<file path="src/rtl/mips_mem_pkg.sv">
// Shared encodings for the MEM-stage load/store unit: access sizes, write-lane masks
// and the two-state read-modify-write sequencer.
package mips_mem_pkg;

  localparam logic [1:0] SZ_BYTE = 2'b00;
  localparam logic [1:0] SZ_HALF = 2'b01;
  localparam logic [1:0] SZ_WORD = 2'b10;

  localparam logic [3:0] MASK_B = 4'b0001;
  localparam logic [3:0] MASK_H = 4'b0011;
  localparam logic [3:0] MASK_W = 4'b1111;

  typedef enum logic {
    IDLE   = 1'b0,
    RMW_WR = 1'b1
  } lsu_state_e;

  // Size 2'b11 is treated as a full word.
  function automatic logic [3:0] size_mask(input logic [1:0] size);
    case (size)
      SZ_BYTE: return MASK_B;
      SZ_HALF: return MASK_H;
      default: return MASK_W;
    endcase
  endfunction

endpackage

</file>
<file path="src/rtl/mem_stage_lsu_if.sv">
// EX/MEM request, data-memory port and MEM/WB result bundle of the load/store unit.
// The slave modport is the LSU; the master side is the pipeline plus the data memory.
interface mem_stage_lsu_if #(
  parameter int DW = 32,
  parameter int RW = 5
);
  logic          req_valid;
  logic          req_load;
  logic          req_store;
  logic [1:0]    req_size;
  logic          req_signed;
  logic [DW-1:0] req_addr;
  logic [DW-1:0] req_wdata;
  logic [RW-1:0] req_rd;
  logic          flush;
  logic          stall;

  logic          dm_ce;
  logic          dm_we;
  logic          dm_memRr;
  logic [DW-1:0] dm_addr;
  logic [DW-1:0] dm_wtData;
  logic [3:0]    dm_w_mask;
  logic [3:0]    dm_r_mask;
  logic [DW-1:0] dm_rdData;

  logic          wb_valid;
  logic [RW-1:0] wb_rd;
  logic [DW-1:0] wb_data;
  logic          misalign_exc;
  logic [DW-1:0] exc_addr;

  modport slave (
    input  req_valid, req_load, req_store, req_size, req_signed, req_addr, req_wdata, req_rd,
           flush, dm_rdData,
    output stall, dm_ce, dm_we, dm_memRr, dm_addr, dm_wtData, dm_w_mask, dm_r_mask,
           wb_valid, wb_rd, wb_data, misalign_exc, exc_addr
  );

  modport master (
    output req_valid, req_load, req_store, req_size, req_signed, req_addr, req_wdata, req_rd,
           flush, dm_rdData,
    input  stall, dm_ce, dm_we, dm_memRr, dm_addr, dm_wtData, dm_w_mask, dm_r_mask,
           wb_valid, wb_rd, wb_data, misalign_exc, exc_addr
  );
endinterface

</file>
<file path="src/rtl/mem_lane_align.sv">
// Byte-lane steering: right-aligns and extends load data, and merges store lanes into
// a previously read word for read-modify-write.
module mem_lane_align
  import mips_mem_pkg::*;
#(
  parameter int DW = 32
) (
  input  logic [DW-1:0] rd_data,
  input  logic [DW-1:0] wdata,
  input  logic [1:0]    offset,
  input  logic [1:0]    size,
  input  logic          sign_ext,
  output logic [DW-1:0] load_data,
  output logic [DW-1:0] merge_data
);

  logic [DW-1:0] rd_shift;
  logic [DW-1:0] wd_shift;
  logic [DW-1:0] lane_bits;
  logic [3:0]    lane_mask;

  always_comb begin
    // NOTE: every variable gets a default at the top of always_comb so no path leaves it
    // unassigned; a missed branch would otherwise infer a latch.
    lane_bits = '0;
    rd_shift  = rd_data >> {offset, 3'b000};
    wd_shift  = wdata << {offset, 3'b000};
    lane_mask = size_mask(size) << offset;
    for (int i = 0; i < 4; i++) lane_bits[8*i +: 8] = {8{lane_mask[i]}};

    case (size)
      SZ_BYTE: load_data = {{(DW-8){sign_ext & rd_shift[7]}}, rd_shift[7:0]};
      SZ_HALF: load_data = {{(DW-16){sign_ext & rd_shift[15]}}, rd_shift[15:0]};
      default: load_data = rd_shift;
    endcase

    merge_data = (rd_data & ~lane_bits) | (wd_shift & lane_bits);
  end

endmodule

</file>
<file path="src/rtl/mem_stage_lsu.sv">
// MEM-stage load/store unit: decodes EX/MEM requests into data-memory controls, runs
// read-modify-write for offset sub-word stores and registers results into MEM/WB.
module mem_stage_lsu
  import mips_mem_pkg::*;
#(
  parameter int DW         = 32,
  parameter int RW         = 5,
  parameter bit RMW_ENABLE = 1'b1
) (
  input logic            clk,
  input logic            rst,
  mem_stage_lsu_if.slave bus
);

  lsu_state_e    state;
  logic [DW-1:0] merge_q;
  logic [DW-1:0] load_data;
  logic [DW-1:0] merge_data;
  logic [DW-1:0] word_addr;
  logic [1:0]    offset;
  logic          is_word, is_half, sub_off;
  logic          has_req, misaligned, go;
  logic          do_load, do_store, do_rmw_rd, raise_exc;

  assign offset    = bus.req_addr[1:0];
  assign word_addr = {bus.req_addr[DW-1:2], 2'b00};
  assign is_word   = bus.req_size[1];
  assign is_half   = (bus.req_size == SZ_HALF);
  assign sub_off   = !is_word && (offset != 2'b00);
  assign has_req   = bus.req_valid && (bus.req_load || bus.req_store);

  // Without RMW support, an offset sub-word store cannot be expressed with low-lane masks.
  assign misaligned = (is_half && offset[0]) || (is_word && offset != 2'b00) ||
                      (!RMW_ENABLE && bus.req_store && sub_off);

  assign go        = (state == IDLE) && has_req && !bus.flush && !misaligned;
  assign do_load   = go && bus.req_load;
  assign do_store  = go && bus.req_store && !sub_off;
  assign do_rmw_rd = go && bus.req_store && sub_off;
  assign raise_exc = (state == IDLE) && has_req && !bus.flush && misaligned;

  mem_lane_align #(.DW(DW)) u_align (
    .rd_data    (bus.dm_rdData),
    .wdata      (bus.req_wdata),
    .offset     (offset),
    .size       (bus.req_size),
    .sign_ext   (bus.req_signed),
    .load_data  (load_data),
    .merge_data (merge_data)
  );

  always_comb begin
    bus.dm_ce     = 1'b0;
    bus.dm_we     = 1'b0;
    bus.dm_memRr  = 1'b0;
    bus.dm_addr   = '0;
    bus.dm_wtData = '0;
    bus.dm_w_mask = '0;
    bus.dm_r_mask = '0;
    bus.stall     = 1'b0;
    // Everything facing memory and upstream is silenced while reset is held.
    if (!rst) begin
      if (state == RMW_WR) begin
        bus.dm_ce     = 1'b1;
        bus.dm_we     = !bus.flush;
        bus.dm_addr   = word_addr;
        bus.dm_wtData = merge_q;
        bus.dm_w_mask = MASK_W;
        bus.dm_r_mask = MASK_W;
      end else if (do_load || do_rmw_rd) begin
        bus.dm_ce     = 1'b1;
        bus.dm_memRr  = 1'b1;
        bus.dm_addr   = word_addr;
        bus.dm_r_mask = MASK_W;
        bus.stall     = do_rmw_rd;
      end else if (do_store) begin
        bus.dm_ce     = 1'b1;
        bus.dm_we     = 1'b1;
        bus.dm_addr   = word_addr;
        bus.dm_wtData = bus.req_wdata;
        bus.dm_w_mask = size_mask(bus.req_size);
        bus.dm_r_mask = MASK_W;
      end
    end
  end

  // NOTE: state registers use non-blocking assignments so every flop samples the values
  // from before the edge, independent of statement order.
  always_ff @(posedge clk or posedge rst) begin
    if (rst) begin
      state            <= IDLE;
      merge_q          <= '0;
      bus.wb_valid     <= 1'b0;
      bus.wb_rd        <= '0;
      bus.wb_data      <= '0;
      bus.misalign_exc <= 1'b0;
      bus.exc_addr     <= '0;
    end else begin
      bus.wb_valid     <= do_load;
      bus.misalign_exc <= raise_exc;
      if (do_load) begin
        bus.wb_rd   <= bus.req_rd;
        bus.wb_data <= load_data;
      end
      if (raise_exc) bus.exc_addr <= bus.req_addr;
      case (state)
        IDLE: begin
          if (do_rmw_rd) begin
            merge_q <= merge_data;
            state   <= RMW_WR;
          end
        end
        RMW_WR:  state <= IDLE;
        default: state <= IDLE;
      endcase
    end
  end

endmodule

</file>
<file path="src/flat_wrapper.sv">
// flat-port wrapper written by rule: the top's interface ports become plain ports
module mem_stage_lsu_flat import mips_mem_pkg::*;
#(
  parameter int DW         = 32,
  parameter int RW         = 5,
  parameter bit RMW_ENABLE = 1'b1
)
  (clk, rst, bus_req_valid, bus_req_load, bus_req_store, bus_req_size, bus_req_signed, bus_req_addr, bus_req_wdata, bus_req_rd, bus_flush, bus_dm_rdData, bus_stall, bus_dm_ce, bus_dm_we, bus_dm_memRr, bus_dm_addr, bus_dm_wtData, bus_dm_w_mask, bus_dm_r_mask, bus_wb_valid, bus_wb_rd, bus_wb_data, bus_misalign_exc, bus_exc_addr);
  mem_stage_lsu_if #(.DW(DW), .RW(RW)) bus_i ();
  input logic clk;
  input logic rst;
  input wire logic [$bits(bus_i.req_valid)-1:0] bus_req_valid;
  input wire logic [$bits(bus_i.req_load)-1:0] bus_req_load;
  input wire logic [$bits(bus_i.req_store)-1:0] bus_req_store;
  input wire logic [$bits(bus_i.req_size)-1:0] bus_req_size;
  input wire logic [$bits(bus_i.req_signed)-1:0] bus_req_signed;
  input wire logic [$bits(bus_i.req_addr)-1:0] bus_req_addr;
  input wire logic [$bits(bus_i.req_wdata)-1:0] bus_req_wdata;
  input wire logic [$bits(bus_i.req_rd)-1:0] bus_req_rd;
  input wire logic [$bits(bus_i.flush)-1:0] bus_flush;
  input wire logic [$bits(bus_i.dm_rdData)-1:0] bus_dm_rdData;
  output wire logic [$bits(bus_i.stall)-1:0] bus_stall;
  output wire logic [$bits(bus_i.dm_ce)-1:0] bus_dm_ce;
  output wire logic [$bits(bus_i.dm_we)-1:0] bus_dm_we;
  output wire logic [$bits(bus_i.dm_memRr)-1:0] bus_dm_memRr;
  output wire logic [$bits(bus_i.dm_addr)-1:0] bus_dm_addr;
  output wire logic [$bits(bus_i.dm_wtData)-1:0] bus_dm_wtData;
  output wire logic [$bits(bus_i.dm_w_mask)-1:0] bus_dm_w_mask;
  output wire logic [$bits(bus_i.dm_r_mask)-1:0] bus_dm_r_mask;
  output wire logic [$bits(bus_i.wb_valid)-1:0] bus_wb_valid;
  output wire logic [$bits(bus_i.wb_rd)-1:0] bus_wb_rd;
  output wire logic [$bits(bus_i.wb_data)-1:0] bus_wb_data;
  output wire logic [$bits(bus_i.misalign_exc)-1:0] bus_misalign_exc;
  output wire logic [$bits(bus_i.exc_addr)-1:0] bus_exc_addr;
  assign bus_i.req_valid = bus_req_valid;
  assign bus_i.req_load = bus_req_load;
  assign bus_i.req_store = bus_req_store;
  assign bus_i.req_size = bus_req_size;
  assign bus_i.req_signed = bus_req_signed;
  assign bus_i.req_addr = bus_req_addr;
  assign bus_i.req_wdata = bus_req_wdata;
  assign bus_i.req_rd = bus_req_rd;
  assign bus_i.flush = bus_flush;
  assign bus_i.dm_rdData = bus_dm_rdData;
  assign bus_stall = bus_i.stall;
  assign bus_dm_ce = bus_i.dm_ce;
  assign bus_dm_we = bus_i.dm_we;
  assign bus_dm_memRr = bus_i.dm_memRr;
  assign bus_dm_addr = bus_i.dm_addr;
  assign bus_dm_wtData = bus_i.dm_wtData;
  assign bus_dm_w_mask = bus_i.dm_w_mask;
  assign bus_dm_r_mask = bus_i.dm_r_mask;
  assign bus_wb_valid = bus_i.wb_valid;
  assign bus_wb_rd = bus_i.wb_rd;
  assign bus_wb_data = bus_i.wb_data;
  assign bus_misalign_exc = bus_i.misalign_exc;
  assign bus_exc_addr = bus_i.exc_addr;
  mem_stage_lsu #(.DW(DW), .RW(RW), .RMW_ENABLE(RMW_ENABLE)) u_core (.clk(clk), .rst(rst), .bus(bus_i));
endmodule
</file>
<file path="config.mk">
export PLATFORM = sky130hd
export DESIGN_NAME = mem_stage_lsu_flat
export DESIGN_NICKNAME = d
export VERILOG_FILES = /design/src/rtl/mips_mem_pkg.sv /design/src/rtl/mem_stage_lsu_if.sv /design/src/rtl/mem_lane_align.sv /design/src/rtl/mem_stage_lsu.sv /design/src/flat_wrapper.sv
export SDC_FILE = /design/constraint.sdc
export NUM_CORES = 1
export LEC_CHECK = 0
export BUFFER_PORTS_ARGS = -buffer_cell sky130_fd_sc_hd__buf_4
export CAP_MARGIN = 15
export CORE_MARGIN = 3
export CORE_UTILIZATION = 35
export CTS_BUF_LIST = sky130_fd_sc_hd__clkbuf_16
export DETAILED_ROUTE_END_ITERATION = 7
export RECOVER_POWER = 25
export SYNTH_ARGS = -nofsm -noshare
export SYNTH_HDL_FRONTEND = slang
export SYNTH_SLANG_ARGS = --single-unit
</file>
<file path="constraint.sdc">
create_clock -name clk -period 3.3 [get_ports clk]
set_input_delay 0.495 -clock clk [delete_from_list [all_inputs] [get_ports clk]]
set_output_delay 0.495 -clock clk [all_outputs]
set_load 0.005 [all_outputs]
</file>
; ---- Yosys cells after proc, flatten, opt, wreduce, memory -nomap -nowiden
; Cells that the tools add are included.
[op_classes]
bitwise = 7
shifts = 3
muxes = 33
eq_ne = 1
n_reduce_logical = 22
[op_table]
columns = op, count
row1 = 2-to-1 mux 32 bit, 8
row2 = AND 32 bit, 2
row3 = one-hot mux 32 bit (2 select lines), 1
row4 = 2-to-1 mux 4 bit, 8
row5 = inverter 32 bit, 1
row6 = bitwise OR 32 bit, 1
row7 = left shift 32 x 5 -> 32 bit, 1
row8 = >> shifter 32 x 5 -> 32 bit, 1
row9 = 2-to-1 mux 1 bit, 14
row10 = logical AND 1 bit, 12
row11 = one-hot mux 4 bit (2 select lines), 1
row12 = logical NOT 1 bit, 4
row13 = left shift 4 x 2 -> 4 bit, 1
row14 = logical OR 1 bit, 3
row15 = AND 1 bit, 2
row16 = equality test 2 x 1 -> 1 bit (second input constant), 1
row17 = logical NOT 2 bit, 1
row18 = one-hot mux 1 bit (2 select lines), 1
row19 = AND reduction 2 bit, 1
row20 = nonzero test 2 bit, 1
row21 = inverter 1 bit, 1
[totals]
elab_cells = 73
reg_bits = 104
inputBits = 110
output_inout_bits = 147

; ---- Depth between registers and ports, before layout
; Gate-level depths: netlist of run 1.
[depth]
ltp_word = 11
depth_mapped = 8
mapped_depth_nobuf = 5

; ---- Hierarchy
; A second synthesis of run 1 with hierarchy kept.
[hier_totals]
hier_cells = 603
hier_area_um2 = 6602.6
[by_module_without_submodules]
columns = module, seq_area_each_um2, instances, area_per_inst_um2, cells_per_inst
row1 = mem_stage_lsu, 2602.5, 1, 4870.9, 402
row2 = mem_lane_align, 0.0, 1, 1731.7, 201

; ---- Worst setup path after synthesis of run 1
; Ideal clock, no wire load.
[synth_timing]
kind = input-to-output
startpoint = in bus_req_size[1]
endpoint = out bus_dm_w_mask[3]
t_arrival_ps = 1750
cell_stages = 8
path_buffers = 4
required_time_ps = 2805
setup_slack_ps = 1055
path_cell_list = buf_2 > nor2b_1 > clkbuf_1 > nor2b_1 > buf_2 > a41oi_1 > nor2_1 > buf_4
[synth_between]
elab_chain_cells = 11
elab_cells_between_ends = 20
cone_classes = 1 x eq/ne / 5 x mux / 14 x reduce/logical
[synth_rtl]
columns = item, line
row1 = start: declaration, flat_wrapper.sv:15  ; input wire logic [$bits(bus_i.req_size)-1:0] bus_req_size;
row2 = equality test 2 x 1 -> 1 bit, "mips_mem_pkg.sv:20, mem_stage_lsu.sv:28"
row3 = logical AND 1 bit, mem_stage_lsu.sv:33  ; assign misaligned = (is_half && offset[0]) || (is_word && offset != 2'b00) ||
row4 = logical OR 1 bit, mem_stage_lsu.sv:33
row5 = logical NOT 1 bit, mem_stage_lsu.sv:36  ; assign go = (state == IDLE) && has_req && !bus.flush && !misaligned;
row6 = logical AND 1 bit, mem_stage_lsu.sv:36
row7 = logical AND 1 bit, "mem_stage_lsu.sv:38, mem_stage_lsu.sv:39"
row8 = logical AND 1 bit (on tied branches), "mem_stage_lsu.sv:38, mem_stage_lsu.sv:39"
row9 = 2-to-1 mux 4 bit or logical OR 1 bit (tied branches), "mem_stage_lsu.sv:76, mem_stage_lsu.sv:70"
row10 = 2-to-1 mux 4 bit (*), mem_stage_lsu.sv:70  ; end else if (do_load || do_rmw_rd) begin
row11 = 2-to-1 mux 4 bit (*), mem_stage_lsu.sv:63  ; if (state == RMW_WR) begin
row12 = 2-to-1 mux 4 bit (*), mem_stage_lsu.sv:62  ; if (!rst) begin
row13 = end: declaration, flat_wrapper.sv:28  ; output wire logic [$bits(bus_i.dm_w_mask)-1:0] bus_dm_w_mask;
; Every way passes the cells marked *; elsewhere a longest branch is shown, timed or not.

; ---- Final worst setup path of run 1
[layout_timing]
startpoint = reg u_core.state
endpoint = out bus_dm_wtData[14]
[layout_between]
elab_chain_cells = 10
elab_cells_between_ends = 13
cone_classes = 4 x mux / 1 x bitwise / 8 x reduce/logical
[layout_rtl]
columns = item, line
row1 = start: declaration, mem_stage_lsu.sv:15  ; lsu_state_e state;
row2 = start signal: assignment, mem_stage_lsu.sv:91  ; state <= IDLE;
row3 = start signal: assignment, mem_stage_lsu.sv:110  ; state <= RMW_WR;
row4 = start signal: assignment, mem_stage_lsu.sv:113  ; RMW_WR: state <= IDLE;
row5 = inverter 1 bit (no line), --
row6 = logical AND 1 bit (3 in series), mem_stage_lsu.sv:36
row7 = logical AND 1 bit, "mem_stage_lsu.sv:38, mem_stage_lsu.sv:39"
row8 = logical AND 1 bit (on tied branches), "mem_stage_lsu.sv:38, mem_stage_lsu.sv:39"
row9 = 2-to-1 mux 32 bit or logical OR 1 bit (tied branches), "mem_stage_lsu.sv:76, mem_stage_lsu.sv:70"
row10 = 2-to-1 mux 32 bit, mem_stage_lsu.sv:70
row11 = 2-to-1 mux 32 bit (*), mem_stage_lsu.sv:63
row12 = 2-to-1 mux 32 bit (*), mem_stage_lsu.sv:62
row13 = end: declaration, flat_wrapper.sv:27  ; output wire logic [$bits(bus_i.dm_wtData)-1:0] bus_dm_wtData;
; Marks and branches as above.

==> results of run 1 <==
-- worst max-delay path by stage --
stage | from | endpoint | slack, ps | cells after the start
3_5_place_dp | bus_flush | bus_dm_wtData[14] | 740 | 7
5_1_grt | u_core.state | bus_dm_wtData[23] | 340 | 6
3_3_place_gp | bus_flush | bus_dm_wtData[14] | 770 | 7
6_report | u_core.state | bus_dm_wtData[14] | 460 | 6
2_1_floorplan | bus_req_size[1] | bus_dm_w_mask[3] | 1050 | 8
4_1_cts | u_core.state | bus_dm_wtData[14] | 450 | 6
-- cells by family (layout without fill, tap and decap cells) --
family | Yosys count | in the layout | synth area share
buf+inv | 58 | 290 | 0.0582
flops | 104 | 104 | 0.439
mux | 112 | 112 | 0.221
xor+xnor | 1 | 1 | 0.00148
other cells | 1 | 2 | 0.000632
compound gates | 123 | 123 | 0.144
simple gates | 165 | 165 | 0.136
-- synth_stat cells, drive strengths merged, types with 12 or more instances --
cell type	n	area [sq um]
a21oi	24	120
a22o	32	280
a31oi	16	100
and2	30	188
buf	39	274
clkbuf	12	45.0
dfrtp	104	2600
mux2	62	698
mux2i	42	433
nand2	76	285
nor2	32	130
o21ai	26	130
-- sequential cells by signal (all words and copies together), names as in the netlist --
signal,count
u_core.bus.misalign_exc,1
u_core.state,1
u_core.merge_q,32
u_core.bus.wb_valid,1
u_core.bus.wb_rd,5
u_core.bus.exc_addr,32
u_core.bus.wb_data,32
-- per-layer routing --
metal	wire length (microns)	up-vias	track usage	part of all wire
met2	10100	171	0.351	0.50
met4	445	0	0.0627	0.022
met1	8490	2551	0.284	0.42
met5	0	-	0	0
met3	1290	31	0.0470	0.064
li1	-	2443	-	-
-- worst min-delay path, delay by kind of cell --
family / cells / cell delay, ps
buf+inv: 1 / 80
simple gates: 2 / 80
-- stage by stage --
stage / utilization / total power [mW] / cell area (sq um)
6_report: 0.506 / 4.01 / 8210
5_1_grt: 0.506 / 4.23 / 8210
4_1_cts: 0.507 / 4.07 / 8230
3_5_place_dp: 0.488 / 2.93 / 7930
3_3_place_gp: 0.488 / 2.90 / 7930
2_1_floorplan: - / 2.26 / 5940
-- layout make-up --
type	count	area, sq um	area share
clock buffer	9	225	0.0274
clock inverter	6	78.8	0.00961
inverter	7	27.5	0.00335
multi-input combinational	403	3000	0.366
sequential	104	2600	0.317
tap	216	270	0.0329
timing repair buffer	268	2000	0.244
-- power breakdown --
group,switching [mW],internal [mW]
combinational,0.467,0.645
sequential,0.191,1.59
clock,0.465,0.653
total,1.12,2.89
==> reports/metrics.yaml, run 1 <==
final_cell_mix: "265 x buf_4, 104 x dfrtp_1, 76 x nand2_1"
grt_usage: 0.214
nFillCells: 1527
min_from: "bus_dm_rdData[1]"
gr-total-overflow: 0
run_status: "complete, but fails checks"
core_sq_mm: 0.0162
routedWlPerCell_microns: 20.1
relSlewSlack: -0.249
cts_tree: "done"
fin_ws_ps: 457
r2r-start: "u_core.state"
cts_root_buf: "clkbuf_16"
critPathMostFrequentCell: "buf_4"
insertion_delay_ps: 350
cts_setup_buffers: 0
cp_num_buf_inv: 2
cp_cell_sequence: "nor3b_4 > nand4_1 > nor3_4 > buf_4 > a22o_1 > buf_4"
dieArea_sq_mm: 0.0185
grt_max_degree: 56
dp_cells: 998
whs_ps: 345
slew_viol_final: 40
io_pins: 257
power.leakage_nw: 3.94
finalSetupTns_ps: 0
worst_pin_slew_ps: 1860
grt_pass1_vias: 5393
viasPerCell: 5.13
reg2reg_setup_slack_ps: 1060
cts_buffer_depth: 2
synthArstFlopShare: 1.00
start_util: 0.365
period_share: 0.862
path_class: "reg -> out"
critPathSlowestCell: "dfrtp_1"
rsz0062_at_grt: "false"
clock-skew-final_ps: 4.54
hold_depth: 3
ctsHoldBuffers: 0
worstReg2RegEnd: "u_core.bus.wb_data[11]"
drc: 0
port_buffers: 254
setup_violations: 0
dp_worst_setup_slack_ps: 739
cts_sinks: 104
synth_warnings: 0
drt_iter0_markers: 302
die_w_microns: 136
dp_hpwl_microns: 15800
end_kind: "primary output"
final_common_cell: "buf_4"
crit_fanout: 33
synthCells: 564
avgSynthCellArea_sq_um: 10.5
wl_microns: 20300
maxCapViolations: 1
drive_gt1_frac: 0.449
cts_buffers: 9
ys.flop_type: "dfrtp_1"
synth_edf_count: 0
cp.arrival_ps: 2350
layout.nets: 903
ir_drop_mv: 0.353
area_growth_pct: 38.4
holdPathEnd: "u_core.merge_q[1]"
stdcell_count: 1013
antenna_found_initial: 0
reg2reg_depth: 5
dr.pass1.iters: 5
crit_family: "simple AND/OR/NAND/NOR gates"
rows: 46
synth_cell_type_count: 44
drtAntennaViolNets: 0
gp_congestion: 0.843
clock.fmax_ghz: 0.352
grt_pass1_wl_microns: 30300
fin_crit_ps: 2840
ys_seq_area_frac: 0.439
cpPeakStageDelay_ps: 490
synth_seq_cells: 104
clkTransAtPathRegs_ps: 70
finalHoldViolations: 0
worstPathRequired_ps: 2800
num_vias: 5196
diodes: 0
syn_area_sq_mm: 0.00593
h-tree-depth: 3
die_h_microns: 136
crit_path_start_kind: "flip-flop"
cts-resized-gates: 0
powerDensity_mw_per_mm2: 489
violations: "max-capacitance violations, max-slew violations"
worstHoldPathType: "in -> reg"
Note: power is estimated with default switching activity, not from simulation.
==> run 2: changes to the inputs <==
SYNTH_HIERARCHICAL = 1   (was unset)
==> reports/metrics.yaml, run 2 <==
crit_fanout: 23  # was 33
yosys.area_share.simple: 0.125  # was 0.136
synthAdderAreaFrac: 0  # unchanged
layout.nets: 937  # was 903
synthXorXnorAreaFrac: 0  # was 0.00148
hold_depth: 2  # was 3
synth_commonest_cells: "140 x mux2_2, 104 x dfrtp_1, 75 x nand2_1"  # was 104 x dfrtp_1, 76 x nand2_1, 52 x mux2_2
violations: "max-capacitance violations, max-slew violations"  # unchanged
cts_setup_buffers: 0  # unchanged
dr.pass1.iters: 4  # was 5
yosysMostFrequentCell: "mux2_2"  # was dfrtp_1
final_cell_mix: "267 x buf_4, 140 x mux2_2, 104 x dfrtp_1"  # was 265 x buf_4, 104 x dfrtp_1, 76 x nand2_1
cts-resized-gates: 0  # unchanged
drc: 0  # unchanged
final_core_util: 0.484  # was 0.506
end_kind: "primary output"  # unchanged
maxCapViolations: 1  # unchanged
power.leakage_nw: 4.03  # was 3.94 nW
area_growth_pct: 33.8  # was 38.4%
grt_usage: 0.220  # was 0.214
antenna_found_initial: 0  # unchanged
path_class: "reg -> out"  # unchanged
setup_violations: 0  # unchanged
synth_cell_type_count: 49  # was 44
final_common_cell: "buf_4"  # unchanged
port_buffers: 254  # unchanged
io_pins: 257  # unchanged
worst_pin_slew_ps: 2320  # was 1860 ps
cts_sinks: 104  # unchanged
clock-skew-final_ps: 7.13  # was 4.54 ps
num_vias: 5679  # was 5196
cp.arrival_ps: 2480  # was 2350 ps
run_status: "complete, but fails checks"  # unchanged
gr-total-overflow: 0  # unchanged
slew_viol_final: 43  # was 40
routedWlPerCell_microns: 21.8  # was 20.1 microns
period_share: 0.901  # was 0.862
drt_iter0_markers: 357  # was 302
synth_mux_area_frac: 0.309  # was 0.221
gp_congestion: 0.846  # was 0.843
clock.fmax_ghz: 0.336  # was 0.352 GHz
cts_buffer_depth: 2  # unchanged
reg2reg_depth: 4  # was 5
ys_seq_area_frac: 0.394  # was 0.439
crit_path_start_kind: "flip-flop"  # unchanged
cts_buffers: 9  # unchanged
relSlewSlack: -0.550  # was -0.249
clkTransAtPathRegs_ps: 70  # about the same
synthArstFlopShare: 1.00  # unchanged
synth_edf_count: 0  # unchanged
worstHoldPathType: "in -> reg"  # unchanged
synth_warnings: 6  # was 0
rsz0062_at_grt: "false"  # unchanged
ir_drop_mv: 0.235  # was 0.353 mV
synth_compound_area_frac: 0.111  # was 0.144
powerDensity_mw_per_mm2: 456  # was 489 mW/mm^2
insertion_delay_ps: 350  # about the same
viasPerCell: 5.35  # was 5.13
biggestRegsByFlops: "u_core/bus.exc_addr (32), u_core/bus.wb_data (32), u_core/merge_q (32)"  # was u_core.bus.exc_addr (32), u_core.bus.wb_data (32), u_core.merge_q (32)
grt_max_degree: 64  # was 56
synth_area_leaders: "dfrtp_1 39%, mux2_2 24%, mux2i_1 6.8%, nand2_1 4.3%, nor3b_1 3.5%"  # was dfrtp_1 44%, mux2_2 9.9%, mux2i_1 6.9%, nand2_1 4.8%, a22o_1 4.7%
synthCells: 603  # was 564
finalHoldViolations: 0  # unchanged
start_util: 0.361  # was 0.365
syn_area_sq_mm: 0.00660  # was 0.00593 sq mm
cts_tree: "done"  # unchanged
yosysTopAreaCell: "dfrtp_1"  # unchanged
h-tree-depth: 3  # unchanged
ys.flop_type: "dfrtp_1"  # unchanged
worstPathRequired_ps: 2800  # about the same
dp_hpwl_microns: 17800  # was 15800 microns
core_sq_mm: 0.0183  # was 0.0162 sq mm
grt_pass1_vias: 5920  # was 5393
ctsHoldBuffers: 0  # unchanged
cts_root_buf: "clkbuf_16"  # unchanged
grt_pass1_wl_microns: 34600  # was 30300 microns
avgSynthCellArea_sq_um: 10.9  # was 10.5 sq um
rows: 49  # was 46
yosysTopAreaCellShare: 0.394  # was 0.439
synth_top_family_by_area: "multiplexers"  # unchanged
wl_microns: 23100  # was 20300 microns
drive_gt1_frac: 0.542  # was 0.449
synth_seq_cells: 104  # unchanged
diodes: 0  # unchanged
dieArea_sq_mm: 0.0205  # was 0.0185 sq mm
die_h_microns: 143  # was 136 microns
drtAntennaViolNets: 0  # unchanged
fin_crit_ps: 2970  # was 2840 ps
die_w_microns: 143  # was 136 microns
finalSetupTns_ps: 0  # unchanged
==> run 2: cell types whose count changed after synthesis, sizes merged, moves of 16 or more <==
cell   previous run  this run
and2             30         1
nor3b             1        32
a31oi            16         0
o21ai            26         9
o22ai             0        40
mux2             62       141
nor2             32        10
a22o             32         1
==> run 2: worst max-delay path, cell delays in order, from the launching register on <==
cell       delay (ps)
dfrtp_1           370
buf_4             190
nand4bb_4         240
or4_1             650
buf_4             320
o22ai_1           180
buf_4             150
==> run 2: path summary, 6_finish.rpt <==
| check | from | end | slack [ps] |
|---|---|---|---|
| worst max register to register | u_core/state | u_core/bus.exc_addr[28] | 750 |
| min in group asynchronous | rst | u_core/merge_q[23] | 470 |
| max in group asynchronous | rst | u_core/bus.misalign_exc | 710 |
| worst min-delay path | bus_req_rd[2] | u_core/bus.wb_rd[2] | 350 |
| worst min register to register | u_core/bus.wb_rd[2] | u_core/bus.wb_rd[2] | 500 |
| worst max-delay path | u_core/state | bus_dm_wtData[3] | 330 |
==> run 2: metrics by stage <==
| stage | worst slack [ps] | power [mW] | hold WS [ps] | area, sq um | std cells |
|---|---|---|---|---|---|
| floorplan | 2.09 | 2.38 | 480 | 6630 | 604 |
| global placement | 704 | 3.01 | 476 | 8580 | 1045 |
| detailed placement | 635 | 3.04 | 494 | 8580 | 1045 |
| CTS | 335 | 4.08 | 290 | 8850 | 1061 |
| global route | 166 | 4.26 | 359 | 8840 | 1061 |
| finish | 328 | 4.03 | 348 | 8840 | 1061 |
==> run 2: layer usage <==
layer | track usage | vias to the layer above | share of wire
li1 | - | 2632 | -
met1 | 0.290 | 2772 | 0.43
met5 | 0 | - | 0
met2 | 0.355 | 241 | 0.47
met4 | 0.0733 | 0 | 0.022
met3 | 0.0549 | 34 | 0.081
==> run 2: final cells by class <==
cell class / instances / area [sq um]
inverters: 4 / 16.3
clock inverters: 7 / 47.5
repair buffers: 271 / 2040
multi-input cells: 437 / 3620
clock buffers: 9 / 225
well taps: 229 / 287
fillers: 1695 / 9430
flip-flops and latches: 104 / 2600
==> run 2: cells by family after synthesis <==
group                  Yosys count
multiplexers                   186
buffers and inverters           63
AND/OR/NAND/NOR                149
AO/OA/AOI/OAI                  100
other                            1
flip-flops                     104
==> run 2: where the power goes <==
part           internal [mW]  switching, mW
registers               1.60          0.179
logic                  0.733          0.496
clock network          0.514          0.506
